===== config.mk =====
export PLATFORM = sky130hd
export DESIGN_NAME = serial_subtractor
export DESIGN_NICKNAME = d
export VERILOG_FILES = /design/src/rtl/serial_sub_pkg.sv /design/src/rtl/subtractor1.sv /design/src/rtl/serial_subtractor.sv
export SDC_FILE = /design/constraint.sdc
export NUM_CORES = 1
export LEC_CHECK = 0
export BUFFER_PORTS_ARGS = -buffer_cell sky130_fd_sc_hd__buf_4
export CORE_MARGIN = 5
export CORE_UTILIZATION = 30
export CTS_CLUSTER_SIZE = 40
export DETAILED_ROUTE_END_ITERATION = 10
export PLACE_DENSITY = 0.57
export SLEW_MARGIN = 10
export SYNTH_ARGS = -nofsm -noshare
export SYNTH_HDL_FRONTEND = slang
export SYNTH_SLANG_ARGS = --single-unit
export TNS_END_PERCENT = 1

===== constraint.sdc =====
create_clock -name clk -period 4.6 [get_ports clk]
set_input_delay 0 -clock clk [delete_from_list [all_inputs] [get_ports clk]]
set_output_delay 0 -clock clk [all_outputs]
set_load 0.1 [all_outputs]

===== src/rtl/serial_sub_pkg.sv =====
// Shared types for the bit-serial subtractor.
// The package holds the FSM state encoding used by the top level.
`timescale 1ns/1ps
package serial_sub_pkg;

   typedef enum logic [1:0] {
      IDLE = 2'd0,
      RUN  = 2'd1,
      DONE = 2'd2
   } state_t;

endpackage


===== src/rtl/subtractor1.sv =====
// Combinational 1-bit full subtractor.
// It computes one difference bit and the borrow passed to the next bit.
`timescale 1ns/1ps
module subtractor1 (
   input  logic a,
   input  logic b,
   input  logic bin,
   output logic d,
   output logic bout
);

   assign d    = a ^ b ^ bin;
   assign bout = (~a & b) | (~(a ^ b) & bin);

endmodule


===== src/rtl/serial_subtractor.sv =====
// Bit-serial N-bit subtractor: a - b - bin, LSB first, one bit per clock.
// Uses valid/ready handshakes on both the operand side and the result side.
`timescale 1ns/1ps
module serial_subtractor
   import serial_sub_pkg::*;
#(
   parameter int N = 8
) (
   input  logic         clk,
   input  logic         rst,
   input  logic         i_valid,
   output logic         i_ready,
   input  logic [N-1:0] a,
   input  logic [N-1:0] b,
   input  logic         bin,
   output logic         o_valid,
   input  logic         o_ready,
   output logic [N-1:0] diff,
   output logic         bout,
   output logic         zero,
   output logic         overflow
);

   localparam int CW = $clog2(N) + 1;

   state_t          r_state;
   logic [N-1:0]    r_shA;
   logic [N-1:0]    r_shB;
   logic [N-1:0]    r_diff;
   logic            r_br;
   logic            r_aMsb;
   logic            r_bMsb;
   logic [CW-1:0]   r_cnt;
   logic            r_bout;
   logic            r_zero;
   logic            r_overflow;

   logic            w_d;
   logic            w_bout;
   logic [N-1:0]    w_diffNext;

   subtractor1 u_sub1 (
      .a    (r_shA[0]),
      .b    (r_shB[0]),
      .bin  (r_br),
      .d    (w_d),
      .bout (w_bout)
   );

   // New bits enter at the MSB so bit i ends up at diff[i] after N shifts.
   assign w_diffNext = {w_d, r_diff[N-1:1]};

   always_ff @(posedge clk) begin
      if (rst) begin
         r_state    <= IDLE;
         r_shA      <= '0;
         r_shB      <= '0;
         r_diff     <= '0;
         r_br       <= 1'b0;
         r_aMsb     <= 1'b0;
         r_bMsb     <= 1'b0;
         r_cnt      <= '0;
         r_bout     <= 1'b0;
         r_zero     <= 1'b0;
         r_overflow <= 1'b0;
      end else begin
         case (r_state)
            IDLE: begin
               if (i_valid) begin
                  r_shA   <= a;
                  r_shB   <= b;
                  r_br    <= bin;
                  r_aMsb  <= a[N-1];
                  r_bMsb  <= b[N-1];
                  r_cnt   <= '0;
                  r_state <= RUN;
               end
            end
            RUN: begin
               r_shA  <= r_shA >> 1;
               r_shB  <= r_shB >> 1;
               r_br   <= w_bout;
               r_diff <= w_diffNext;
               r_cnt  <= r_cnt + 1'b1;
               // Flags are captured from the final shift so DONE sees stable values.
               if (r_cnt == CW'(N - 1)) begin
                  r_state    <= DONE;
                  r_bout     <= w_bout;
                  r_zero     <= (w_diffNext == '0);
                  r_overflow <= (r_aMsb != r_bMsb) && (w_d != r_aMsb);
               end
            end
            DONE: begin
               if (o_ready) begin
                  r_state <= IDLE;
               end
            end
            default: r_state <= IDLE;
         endcase
      end
   end

   assign i_ready  = (r_state == IDLE);
   assign o_valid  = (r_state == DONE);
   assign diff     = r_diff;
   assign bout     = r_bout;
   assign zero     = r_zero;
   assign overflow = r_overflow;

endmodule


; ---- Yosys cells after proc, flatten, opt, wreduce, memory -nomap -nowiden
; Cells that the tools add are included.
[word_totals]
reg_bits = 36
memories = 0
wordCells = 47
mem_bits_ro = 0
ramBits = 0
latchBits = 0
output_inout_bits = 13
inputBits = 21
[op_classes]
add_sub_neg = 1
n_bitwise = 7
magnitude_cmp = 0
n_shift = 0
eq_ne = 8
div_mod_pow = 0
mul = 0
reduce_logical = 8
n_mux = 12
[ops]
columns = operator, n
row1 = 8-bit one-hot mux with 2 select lines, 2
row2 = 8-bit 2-to-1 mux, 2
row3 = 8-bit zero test, 1
row4 = 4-bit one-hot mux with 2 select lines, 1
row5 = 2-bit 2-to-1 mux, 3
row6 = 2-bit one-hot mux with 3 select lines, 1
row7 = 2-bit AND reduction, 3
row8 = 4-bit by 1-bit adder with 4-bit output (second input constant), 1
row9 = 4-bit by 3-bit == test with 1-bit output (second input constant), 1
row10 = 4-bit 2-to-1 mux, 1
row11 = 2-bit inequality test (second input constant), 2
row12 = 3-bit AND reduction, 1
row13 = 1-bit bitwise AND, 2
row14 = 2-bit by 1-bit == test with 1-bit output (second input constant), 1
row15 = 2-bit == test (second input constant), 1
row16 = 2-bit zero test, 1
row17 = 1-bit inequality test, 2
row18 = 2-bit by 1-bit inequality test with 1-bit output (second input constant), 1
row19 = 1-bit inverter, 2
row20 = 1-bit one-hot mux with 2 select lines, 1
row21 = 2-bit nonzero test, 1
row22 = 1-bit XOR, 2
row23 = 1-bit logical AND, 1
row24 = 1-bit 2-to-1 mux, 1
row25 = 1-bit bitwise OR, 1

; ---- Logic depth before layout (Yosys ltp)
[depth]
depth_word = 5
mapped_depth = 6
mapped_depth_nobuf = 5

; ---- Hierarchy
; From an unflattened synthesis, not the netlist that was laid out.
[hier_totals]
hier_cells = 194
hier_area_um2 = 1660.3
[modules_own_cells]
columns = mod, cells_each, area_each_um2, seq_area_each_um2, n_inst
row1 = serial_subtractor, 190, 1629.1, 720.7, 1
row2 = subtractor1, 4, 31.3, 0.0, 1

; ---- Worst setup path after synthesis
; Ideal clock, no wire load.
[synth_timing]
kind = register to register
startpoint = register r_state[1]
endpoint = register r_state[1]
arrival_ps = 2192
path_slack_ps = 2337
stages_incl_launch_ff = 4
n_path_buf = 0
period_less_slack_ps = 2263
setup_time_ps = 71
required_time_ps = 4529
cell_sequence = dfxtp_1 -> nor2b_1 -> a22oi_1 -> nor2_1
[synth_between]
elab_chain_cells = 3
elab_cells_between_ends = 8
classes_between = eq/ne: 5 / mux: 1 / reduce/logical: 2
[synth_rtl]
columns = element, line_no
row1 = "start, declared", serial_subtractor.sv:26  ; state_t r_state;
row2 = "start signal, assigned", serial_subtractor.sv:55  ; r_state <= IDLE;
row3 = "start signal, assigned", serial_subtractor.sv:76  ; r_state <= RUN;
row4 = "start signal, assigned", serial_subtractor.sv:87  ; r_state <= DONE;
row5 = 2-bit == test (*), n/a
row6 = named net o_valid, serial_subtractor.sv:16  ; output logic o_valid,
row7 = 2-bit by 1-bit inequality test with 1-bit output (no source line), n/a
row8 = 3-bit AND reduction (no source line), n/a
; Mark *: on every way through the listed nets, which the timed path passes. The rest lies on a longest branch.
; A chain may end at the register's enable or synchronous reset.

; ---- Worst setup path after layout
[layout_timing]
startpoint = register r_state[0]
endpoint = register r_cnt[3]
[layout_between]
elab_chain_cells = 3
elab_cells_between_ends = 6
classes_between = eq/ne: 2 / mux: 1 / reduce/logical: 3
[layout_rtl]
columns = element, line_no
row1 = 2-bit by 1-bit == test with 1-bit output or 2-bit zero test (tied branches), serial_subtractor.sv:67  ; case (r_state)
row2 = 2-bit nonzero test (no source line) or 2-bit inequality test (tied branches), n/a
row3 = 2-bit AND reduction (no source line), n/a
row4 = "end signal, assigned", serial_subtractor.sv:84  ; r_cnt <= r_cnt + 1'b1;
row5 = "end, declared", serial_subtractor.sv:33  ; logic [CW-1:0] r_cnt;
; Several ways; a longest one is shown, not always the timed one.

==> flow_summary.ini <==
[outcome]
outcome = finished, final reports clean

[setup_path]
criticalPathCategory = reg -> reg
timing.rr.start = r_state[0]
crit_buf_inv = 0
required_ns = 4.81
timing.critical_path.arrival_ns = 2.06
slowest_stage = nand2b_1
start_kind = flip-flop
path_cells = nand2b_1 -> or3_1 -> a31oi_1
cp_slowest_stage_delay_ns = 0.58
path_max_fanout = 24
critical_path.startpoint = r_state[0]
worst_setup_path_end_kind = flip-flop
crit_family = simple AND/OR/NAND/NOR gates

[finish]
final_common_cell = dfxtp_1
final_nets = 247
areaGrowthSynthToFinish_pct = 30.1
postLayoutCoreUtil = 0.398
drive_gt1_frac = 0.311
antenna-diode-count = 0
final_cell_mix = dfxtp_1 (36), buf_4 (34), nand2_1 (32), nor2_1 (22), a21oi_1 (18)

[synthesis]
synth_edf_count = 0
syn_avg_cell_area_um2 = 9.14
ys_seq_area_frac = 0.433
ys_types = 35
synth-seq-cells = 36
synth.cell_area_um2 = 1660
syn_nets = 205
async_flop_share = 0
ys.flop_type = dfxtp_1
ys.warnings.count = 0
syn_inst = 182

[die]
rows = 27
die_area_um2 = 7130
fp.dieW_um = 84.5
core_area_um2 = 5440
num_io_pins = 34
start_util = 0.306
die_h_um = 84.5

[cts]
postCtsSetupRepairBufs = 0
clk_path_buf_depth = 2
clock_latency_ns = 0.29
clk_pin_slew_ns = 0.07
hold_buffers = 16
cts_tree = done
cts_sinks = 36
clock-root-buffer = clkbuf_8
cts_max_level = 2
cts_made_buffers = 5
cts_resized = 0

[timing]
fin_crit_sh = 0.403
setup_viol = 0
fmax_ghz = 0.539
grt_setup_unrepaired = false
slew_headroom = 0.269
tightest_slew_ns = 1.10
layout_min_cycle_time_ns = 1.85
skew_ns = 0.00549
tns_ns = 0
drv_slew = 0
holdWs_ns = 0.0402
hold_viol_final = 0

[place]
port-buffer-count = 33
place_hpwl_mm = 2.40
finalWeightedCongestion = 0.699

[global_route]
grt_pass1_vias = 1401
grt_pass1_wl_mm = 6.70
grt_overflow = 0
antenna_found_initial = 0
grt_max_degree = 37
track_usage = 0.114

[flow_run]
cap_violations = 0

[power]
finalPower_uw = 696
p_leak_uw = 0.000853
p_per_area_nw_per_um2 = 322
peakVddDrop_mv = 0.148

[drt]
drt-total-wl_mm = 3.84
viasPerCell = 4.63
drc = 0
detail_route.first_pass.iterations = 4
ant_nets = 0
wire_per_inst_um = 12.9
via_count = 1375
drtIter0Drc = 88

[min_path]
hold_class = in -> reg
min_from = o_ready
==> worst min-delay path, cell delays in order <==
cell and delay, ns:
buf_4 0.11, inv_1 0.04, a22oi_1 0.07, nor2_1 0.07
==> registers in the layout, summed over array words and instances (netlist names) <==
name      cells
zero          1
bout          1
r_cnt         4
overflow      1
r_br          1
diff          8
r_shA         8
r_aMsb        1
r_state       2
r_shB         8
r_bMsb        1
==> power breakdown <==
part	internal [uW]	total, uW	switching (uW)
clock network	122	234	112
logic	51.7	123	71.3
registers	328	340	11.6
total	501	696	195
==> layout make-up <==
| class | count | area, um2 |
|---|---|---|
| multi-input combinational | 128 | 832 |
| timing repair buffer | 50 | 415 |
| clock inverter | 1 | 7.51 |
| inverter | 3 | 11.3 |
| sequential | 36 | 721 |
| clock buffer | 7 | 86.3 |
| tap | 72 | 90.1 |
| fill | 566 | 3280 |
==> cell families (layout without fill, tap and decap cells) <==
family,count (synthesis),after routing,synth area share
simple gates,68,68,0.182
compound gates,55,55,0.281
flops,36,36,0.433
buf+inv,18,61,0.0662
mux,3,3,0.0181
fa+ha+maj,2,2,0.0196
==> synth_stat cells, types with 2 or more instances <==
cell type | instances | area [um2]
nand3_1 | 2 | 10.0
a211oi_2 | 12 | 150
dfxtp_1 | 36 | 721
nand2_1 | 32 | 120
a22oi_1 | 4 | 30.0
buf_2 | 7 | 35.0
and3b_1 | 2 | 17.5
a311oi_2 | 2 | 30.0
buf_6 | 4 | 45.0
inv_1 | 3 | 11.3
nor2_1 | 22 | 82.6
a211oi_1 | 3 | 22.5
mux2i_1 | 3 | 30.0
a21oi_1 | 18 | 90.1
nor4_1 | 2 | 12.5
a21oi_2 | 10 | 87.6
clkbuf_1 | 2 | 7.51
==> layer usage <==
metal,track usage,up-vias,part of all wire
li1,-,712,-
met5,0,-,0
met3,0.0245,7,0.023
met4,0.0518,0,0.018
met2,0.178,21,0.45
met1,0.151,635,0.50
==> metrics by stage <==
step           cells  area, um2  worst slack [ns]
2_1_floorplan    182       1660              2.34
3_5_place_dp     273       1910              2.76
5_1_grt          297       2160              2.58
4_1_cts          297       2160              2.74
6_report         297       2160              2.75
3_3_place_gp     273       1910              2.82
==> final timing paths <==
| check | slack [ns] | to | cells past startpoint |
|---|---|---|---|
| worst max-delay path | 2.75 | r_cnt[3] | 3 |
| worst min-delay path | 0.04 | r_state[1] | 4 |
| worst max register to register | 2.75 | r_cnt[3] | 3 |
| worst min register to register | 0.47 | diff[0] | 2 |
(Power assumes the default switching activity.)
